## config.mk

```make
export PLATFORM = sky130hd
export DESIGN_NAME = imem_loader
export DESIGN_NICKNAME = d
export VERILOG_FILES = /design/src/rtl/imem_loader_pkg.sv /design/src/rtl/imem_word_packer.sv /design/src/rtl/imem_loader.sv
export SDC_FILE = /design/constraint.sdc
export NUM_CORES = 1
export LEC_CHECK = 0
export CAP_MARGIN = 20
export CORE_ASPECT_RATIO = 0.8
export CORE_MARGIN = 5
export CORE_UTILIZATION = 29
export DETAILED_ROUTE_END_ITERATION = 10
export HOLD_SLACK_MARGIN = 0.12
export PLACE_DENSITY_LB_ADDON = 0.25
export SETUP_SLACK_MARGIN = 0.02
export SLEW_MARGIN = 20
export SYNTH_ARGS = -nofsm -noshare
export SYNTH_HDL_FRONTEND = slang
export SYNTH_HIERARCHICAL = 1
export SYNTH_SLANG_ARGS = --single-unit
```

## constraint.sdc

```tcl
create_clock -name clk -period 2.64 [get_ports clk]
set_clock_uncertainty 0.2 [all_clocks]
set_input_delay 0.528 -clock clk [delete_from_list [all_inputs] [get_ports clk]]
set_output_delay 0.528 -clock clk [all_outputs]
set_load 0.01 [all_outputs]
```

## src/rtl/imem_loader_pkg.sv

```systemverilog
// imem_loader_pkg: shared state encoding and byte-lane constants for the
// instruction-memory loader and its word packer.
package imem_loader_pkg;

  // Loader session states.
  typedef enum logic [1:0] {
    IDLE  = 2'd0,
    LOAD  = 2'd1,
    WRITE = 2'd2,
    DONE  = 2'd3
  } state_t;

  // One instruction word is four byte lanes; the lane index needs two bits.
  localparam int BYTES_PER_WORD = 4;
  localparam int LANE_W         = 2;
  localparam int BYTE_W         = 8;
  localparam int WORD_W         = BYTES_PER_WORD * BYTE_W;

endpackage : imem_loader_pkg

```

## src/rtl/imem_word_packer.sv

```systemverilog
// imem_word_packer: collects stream bytes little-endian into one 32-bit word.
// Byte k of a word lands in bits [8k+7:8k]; lanes not yet written stay 0,
// so a word closed early by the last byte is zero-padded.
module imem_word_packer
  import imem_loader_pkg::*;
(
  input  logic              clk,
  input  logic              rst,
  input  logic              i_clear,      // drop the word in progress, restart at lane 0
  input  logic              i_byte_en,    // a byte is accepted this cycle
  input  logic [BYTE_W-1:0] i_byte,
  output logic [WORD_W-1:0] o_word,
  output logic              o_word_full   // next accepted byte completes the word
);

  logic [LANE_W-1:0] r_lane;
  logic [WORD_W-1:0] r_word;

  // Lane counter and word register; clear has priority over a new byte.
  // NOTE: the word register is a plain 32-bit flop, not a memory, so it is
  // reset like any other state; zero lanes are what produce the padding.
  always_ff @(posedge clk or posedge rst) begin
    if (rst) begin
      r_lane <= '0;
      r_word <= '0;
    end else if (i_clear) begin
      r_lane <= '0;
      r_word <= '0;
    end else if (i_byte_en) begin
      r_lane <= r_lane + 1'b1;
      for (int k = 0; k < BYTES_PER_WORD; k++) begin
        if (r_lane == LANE_W'(k)) begin
          r_word[k*BYTE_W +: BYTE_W] <= i_byte;
        end
      end
    end
  end

  assign o_word      = r_word;
  assign o_word_full = (r_lane == LANE_W'(BYTES_PER_WORD - 1));

endmodule : imem_word_packer

```

## src/rtl/imem_loader.sv

```systemverilog
// imem_loader: byte-stream program loader for the instruction memory.
// Accepts bytes over valid/ready, packs them into 32-bit words and writes
// them at byte addresses 0, 4, 8, ... (fetch reads word index = addr >> 2).
// Optional build macro IMEM_LOADER_CHECKSUM_EN adds a 32-bit running sum of
// all written words on output `checksum`.
module imem_loader
  import imem_loader_pkg::*;
#(
  parameter int DATA_WIDTH     = 32,
  parameter int MEM_ADDR_WIDTH = 32,
  parameter int MEM_SIZE       = 256
) (
  input  logic                      clk,
  input  logic                      rst,
  input  logic                      start,
  input  logic                      byte_valid,
  input  logic [7:0]                byte_data,
  input  logic                      byte_last,
  output logic                      byte_ready,
  output logic                      wr_en,
  output logic [MEM_ADDR_WIDTH-1:0] wr_addr,
  output logic [DATA_WIDTH-1:0]     wr_data,
  output logic [$clog2(MEM_SIZE):0] word_count,
`ifdef IMEM_LOADER_CHECKSUM_EN
  output logic [31:0]               checksum,
`endif
  output logic                      busy,
  output logic                      done,
  output logic                      overflow
);

  localparam int CW = $clog2(MEM_SIZE) + 1;

  state_t            r_state;
  state_t            w_next;
  logic [CW-1:0]     r_word_count;
  logic              r_overflow;
  logic              r_last_word;   // word being assembled holds the final byte

  logic              w_accept;
  logic              w_mem_full;
  logic              w_word_full;
  logic              w_pack_en;
  logic              w_pack_clear;
  logic              w_write;
  logic              w_set_overflow;
  logic [WORD_W-1:0] w_word;

  assign w_accept   = byte_valid && (r_state == LOAD);
  assign w_mem_full = (r_word_count == CW'(MEM_SIZE));

  // Byte packing: one lane per accepted byte, cleared on start and after each write.
  imem_word_packer u_packer (
    .clk         (clk),
    .rst         (rst),
    .i_clear     (w_pack_clear),
    .i_byte_en   (w_pack_en),
    .i_byte      (byte_data),
    .o_word      (w_word),
    .o_word_full (w_word_full)
  );

  // State register.
  // NOTE: sequential state uses non-blocking assignments so every flop
  // samples the pre-edge values, independent of block ordering.
  always_ff @(posedge clk or posedge rst) begin
    if (rst) begin
      r_state <= IDLE;
    end else begin
      r_state <= w_next;
    end
  end

  // Next state and per-cycle controls; start overrides everything.
  // NOTE: every signal gets a default first so no path leaves one unassigned,
  // which would otherwise infer a latch.
  always_comb begin
    w_next         = r_state;
    w_pack_en      = 1'b0;
    w_pack_clear   = 1'b0;
    w_write        = 1'b0;
    w_set_overflow = 1'b0;
    if (start) begin
      // A pending word is discarded and a WRITE in flight is suppressed.
      w_next       = LOAD;
      w_pack_clear = 1'b1;
    end else begin
      unique case (r_state)
        IDLE: begin
          w_next = IDLE;
        end
        LOAD: begin
          if (w_accept) begin
            if (w_mem_full) begin
              w_next         = DONE;
              w_set_overflow = 1'b1;
            end else begin
              w_pack_en = 1'b1;
              if (w_word_full || byte_last) begin
                w_next = WRITE;
              end
            end
          end
        end
        WRITE: begin
          w_write      = 1'b1;
          w_pack_clear = 1'b1;
          w_next       = r_last_word ? DONE : LOAD;
        end
        DONE: begin
          w_next = DONE;
        end
        default: begin
          w_next = IDLE;
        end
      endcase
    end
  end

  // Word counter, sticky overflow and last-word marker.
  always_ff @(posedge clk or posedge rst) begin
    if (rst) begin
      r_word_count <= '0;
      r_overflow   <= 1'b0;
      r_last_word  <= 1'b0;
    end else if (start) begin
      r_word_count <= '0;
      r_overflow   <= 1'b0;
      r_last_word  <= 1'b0;
    end else begin
      if (w_write) begin
        r_word_count <= r_word_count + 1'b1;
      end
      if (w_set_overflow) begin
        r_overflow <= 1'b1;
      end
      if (w_pack_en) begin
        r_last_word <= byte_last;
      end
    end
  end

`ifdef IMEM_LOADER_CHECKSUM_EN
  logic [31:0] r_checksum;

  // Running modulo-2^32 sum of every word actually written.
  always_ff @(posedge clk or posedge rst) begin
    if (rst) begin
      r_checksum <= '0;
    end else if (start) begin
      r_checksum <= '0;
    end else if (w_write) begin
      r_checksum <= r_checksum + w_word;
    end
  end

  assign checksum = r_checksum;
`endif

  assign byte_ready = (r_state == LOAD);
  assign wr_en      = w_write;
  assign wr_addr    = MEM_ADDR_WIDTH'(r_word_count) << 2;
  assign wr_data    = w_word;
  assign word_count = r_word_count;
  assign busy       = (r_state == LOAD) || (r_state == WRITE);
  assign done       = (r_state == DONE);
  assign overflow   = r_overflow;

endmodule : imem_loader

```

After elaboration in Yosys (flattened, before gate mapping)

Cells that the tools add are included.
Widths: inputs -> output; s select.

Mux-type cells: 31
Reduce and logical (&&, ||, !) cells: 18
Add/subtract/negate cells: 2
Equality and inequality tests: 9

Operators with widths:

| operator            | count |
|---|---|
| $mux 32             | 2 |
| $mux 8              | 4 |
| $mux 9              | 2 |
| $reduce_bool 2->1   | 8 |
| $mux 1              | 15 |
| $mux 2              | 7 |
| $reduce_and 2->1    | 5 |
| $add 9x1->9 const B | 1 |
| $eq 9x9->1 const B  | 1 |
| $eq 2x2->1 const B  | 4 |
| $pmux 2 s4          | 1 |
| $eq 2x1->1 const B  | 2 |
| $logic_not 2->1     | 2 |
| $ne 4x2->1 const B  | 1 |
| $ne 3x2->1 const B  | 1 |
| $add 2x1->2 const B | 1 |
| $logic_or 1x1->1    | 2 |
| $logic_and 1x1->1   | 1 |

Output and inout bits: 78
Input port bits: 13
Register bits after elaboration: 47
Logic and storage cells: 69

Logic depth before layout (Yosys ltp)

Word-level depth: 7
Mapped depth: 9
Depth with buffers taken out: 7

Modules after synthesis

Netlist, hierarchy kept.

Modules (own cells, without submodules):

| module           | area an instance (um^2) | cells an instance | seq. area each (um^2) | times used |
|---|---|---|---|---|
| imem_word_packer | 1586.5                  | 129               | 850.8                 | 1 |
| imem_loader      | 1029.7                  | 115               | 325.3                 | 1 |

Least setup slack after synthesis

Ideal clock, no wire load.

Path kind: flip-flop to flip-flop
Start point: reg r_word_count[0], in the netlist word_count[0]
End point: reg u_packer.r_word[25], in the netlist u_packer/o_word[25]
Stages on the path, launching flop included: 10
Required time: 2.361 ns
Buffers on the path: 2
Setup time: 0.079 ns
Period minus slack after synthesis: 2.170 ns
Slack: 0.470 ns
Arrival time: 1.890 ns
Cell sequence: dfrtp_1 inv_1 ha_1 and4bb_2 and2_1 nor3_1 buf_6 and2_4 buf_6 mux2i_1

Word-level cells in the longest chain between the ends: 7

Ends and longest elaborated chain:

| element                            | line                   | RTL |
|---|---|---|
| start, declared                    | imem_loader.sv:36      | `logic [CW-1:0] r_word_count;` |
| start signal, assigned             | imem_loader.sv:132     | `r_word_count <= r_word_count + 1'b1;` |
| $eq 9x9->1                         | imem_loader.sv:50      | `assign w_mem_full = (r_word_count == CW'(MEM_SIZE));` |
| $mux 1                             | imem_loader.sv:94      | `if (w_mem_full) begin` |
| $mux 1                             | imem_loader.sv:93      | `if (w_accept) begin` |
| $mux 1                             | imem_loader.sv:88      | `unique case (r_state)` |
| $mux 1                             | imem_loader.sv:83      | `if (start) begin` |
| via w_pack_en                      | imem_loader.sv:43      | `logic w_pack_en;` |
| $reduce_bool 2->1 (no source line) | -                      |  |
| $reduce_and 2->1 (no source line)  | -                      |  |
| end signal, assigned by index      | imem_word_packer.sv:33 | `r_word[k*BYTE_W +: BYTE_W] <= i_byte;` |
| end, declared                      | imem_word_packer.sv:17 | `logic [WORD_W-1:0] r_word;` |

The timed path passes the listed nets, and every way through them passes these cells.
A chain may end at the register's enable or synchronous reset.

Worst setup path after layout

Start point: in start
End point: out wr_en

Word-level cells in the longest chain between the ends: 1

Ends and longest elaborated chain:

| element         | line              | RTL |
|---|---|---|
| start, declared | imem_loader.sv:15 | `input logic start,` |
| $mux 1          | imem_loader.sv:83 |  |
| end, declared   | imem_loader.sv:20 | `output logic wr_en,` |

No other way between the ends.

==> impl_metrics.csv <==
group,metric,value,unit
status,outcome,"finished, final reports clean",
power_and_ir_drop,p_switching,581,uW
die,die_y,95.0,um
power_and_ir_drop,clockPowerShare,0.349,
synth,yosysTopAreaCell,"dfrtp_1",
setup_path,cp.buffers_inverters,2,
setup_path,required,1.91,ns
power_and_ir_drop,swShare,0.277,
routing,drc_errors,0,
setup_path,crit_path_top_delay_cell,"clkdlybuf4s50_1",
synth,synth_area_per_cell,10.7,um2
synth,synth_most_common_cell,"dfrtp_1",
run,maxCapViolCount,0,
routing,firstDrtPassIters,6,
die,die_w,116,um
sta,fmax,403,MHz
power_and_ir_drop,power.leakage,1.61,nW
finish,multiInputGateArea,0.00119,mm2
finish,n_fill_cell,873,
place,gp_congestion,0.749,
sta,slew-limit-headroom,0.603,
setup_path,cp.depth,3,
finish,drive_gt1_frac,0.0817,
place,io_buffers,67,
synth,syn_area,0.00262,mm2
worst_hold_path,holdCritPathClass,"reg2reg",
routing,routed_wl,6.00,mm
setup_path,max_stage_delay,0.54,ns
clock_network,cts_tree,"yes",
sta,rsz0062_at_grt,"false",
sta,slew_viol_final,0,
power_and_ir_drop,p_per_area,610,mW/mm2
global_routing,grt_pass1_vias,1744,
setup_path,worst_ep_arrival_time,1.75,ns
routing,drtIter0Drc,47,
setup_path,path_cells,"clkdlybuf4s50_1 -> nor2b_1 -> clkdlybuf4s50_1",
setup_path,path_max_fanout,7,
die,initial_core_util,0.293,
power_and_ir_drop,intPower,1.51,mW
routing,drt-wirelength-per-cell,14.3,um
place,dp_cells,413,
sta,hold_violations,0,
global_routing,grt_first_pass_wirelength,9.48,mm
finish,area_delta_synth_final,31.2,%
die,die_area,0.0110,mm2
die,pin_count,91,
setup_path,crit_path_end_kind,"primary output",
synth,synthTopCellsByCount,"dfrtp_1 (47), nand2b_1 (40), mux2i_1 (35)",
power_and_ir_drop,ir_worst_vdd,0.000325,V
die,rows,31,
synth,synth-edff-count,0,
finish,n_antenna_cell,0,
worst_hold_path,worstHoldPathCells,2,
setup_path,critPathKind,"in2out",
finish,final_cells,421,
routing,vias,1761,
finish,nets,328,
clock_network,cts.sink_count,47,
synth,synthesis.instances,244,
power_and_ir_drop,p_seq_frac,0.383,
sta,finalCritPeriodShare,0.939,
synth,yosysTopAreaCellShare,0.450,
global_routing,globalRouteOverflowTotal,0,
clock_network,postCtsSetupBuffers,0,
clock_network,ctsResizeCount,0,
synth,synthFlopType,"dfrtp_1",
sta,finalCriticalPeriod,2.48,ns
global_routing,track_usage,0.111,
die,design.core.area,0.00892,mm2
finish,register_area,0.00118,mm2
global_routing,grt_max_degree,43,
clock_network,root_buffer,"clkbuf_16",
clock_network,holdBufCountCts,0,
synth,ys_seq_area_frac,0.450,
synth,synthArstFlopShare,1.00,
sta,setup_violations,0,
clock_network,cts-htree-levels,2,
place,hpwl,4.46,mm
setup_path,start_kind,"input port",
sta,finalSetupTns,0,ns
clock_network,cts_buffers,5,
sta,worst_slew_pin_slew,0.596,ns
setup_path,critPathMostFrequentCell,"clkdlybuf4s50_1",
routing,ant_nets,0,
clock_network,clkTransAtPathRegs,0.06,ns
synth,yosys_warnings,6,
setup_path,cpLargestDelayFamily,"buffers and inverters",
synth,synth_seq_cells,47,
clock_network,cts.path.max_buffers,2,
clock_network,clk_latency,0.28,ns
power_and_ir_drop,p_comb_frac,0.268,
synth,synth_area_leaders,"dfrtp_1 (45%), mux2i_1 (13%), nand2b_1 (9.6%), buf_4 (9.2%), ha_1 (4.8%)",
global_routing,antenna_found_initial,0,
routing,viasPerCell,4.18,
setup_path,r2r_cells,8,
synth,synth_cell_type_count,36,
==> registers in the layout, indices dropped and copies added, names as in the netlist <==
register / cells
u_packer/o_word: 32
word_count: 9
r_state: 2
u_packer/r_lane: 2
overflow: 1
r_last_word: 1
==> placed cells by master, fill, tap and decap left out, types with 2 or more instances in the layout <==
cell type / instances
xnor2_1: 2
o21ai_0: 4
nand4_1: 3
nand2_2: 3
conb_1: 23
or3_1: 3
ha_1: 10
xor2_1: 4
dfrtp_1: 47
nor2_1: 12
nand2b_1: 40
a21oi_1: 5
mux2i_1: 35
clkdlybuf4s50_1: 67
nand2_1: 7
inv_1: 9
clkbuf_16: 5
nor3_1: 2
buf_4: 6
==> path summary, 6_finish.rpt <==
check | startpoint | end | slack (ns)
min in group asynchronous | rst | word_count[3] | 0.42
hold / removal | overflow | overflow | 0.33
setup reg to reg | word_count[0] | u_packer/o_word[2] | 0.34
max in group asynchronous | rst | u_packer/o_word[12] | 1.45
hold reg to reg | overflow | overflow | 0.33
setup / recovery | start | wr_en | 0.16
==> metrics by stage <==
step           power [mW]  utilization  instance area, um2  hold WS (ns)  setup slack, ns
3_5_place_dp         1.39        0.365                3260         0.320            0.152
6_report             2.10        0.385                3430         0.331            0.160
2_1_floorplan        1.20            -                2700         0.205            0.470
4_1_cts              2.13        0.385                3430         0.337            0.152
5_1_grt              2.22        0.385                3430         0.367           0.0803
3_3_place_gp         1.38        0.365                3260         0.301            0.162
==> worst register-to-register path, delay by kind of cell (launching register included) <==
kind	cells	cell delay (ns)
buf+inv	2	0.27
fa+ha+maj	1	0.20
mux	1	0.19
simple gates	4	0.86
flops	1	0.45
==> metal layers <==
layer	track usage	vias up	wire length, um
li1	-	876	-
met1	0.155	843	2750
met2	0.173	40	2940
met3	0.0250	2	255
met4	0.0319	0	54
met5	0	-	0
==> power groups by stage <==
| stage | clock network [mW] | registers [mW] | logic [mW] |
|---|---|---|---|
| after CTS | 0.751 | 0.803 | 0.575 |
| after floorplan | 0 | 0.817 | 0.385 |
| after global routing | 0.783 | 0.810 | 0.625 |
| after global placement | 0 | 0.814 | 0.569 |
| final | 0.731 | 0.802 | 0.563 |
| after detailed placement | 0 | 0.817 | 0.571 |
==> final cells by class <==
cell class	instances	area share
Multi-Input combinational cell	169	0.347
Sequential cell	47	0.343
Timing Repair Buffer	73	0.208
Tap cell	115	0.0419
Clock buffer	6	0.0405
Clock inverter	2	0.0102
Inverter	9	0.00984
==> logic make-up after synthesis <==
group           synth area share
compound gates            0.0359
xor+xnor                  0.0201
fa+ha+maj                 0.0478
buf+inv                    0.127
flops                      0.450
mux                        0.134
other cells              0.00143
simple gates               0.184
(Power assumes the default switching activity.)
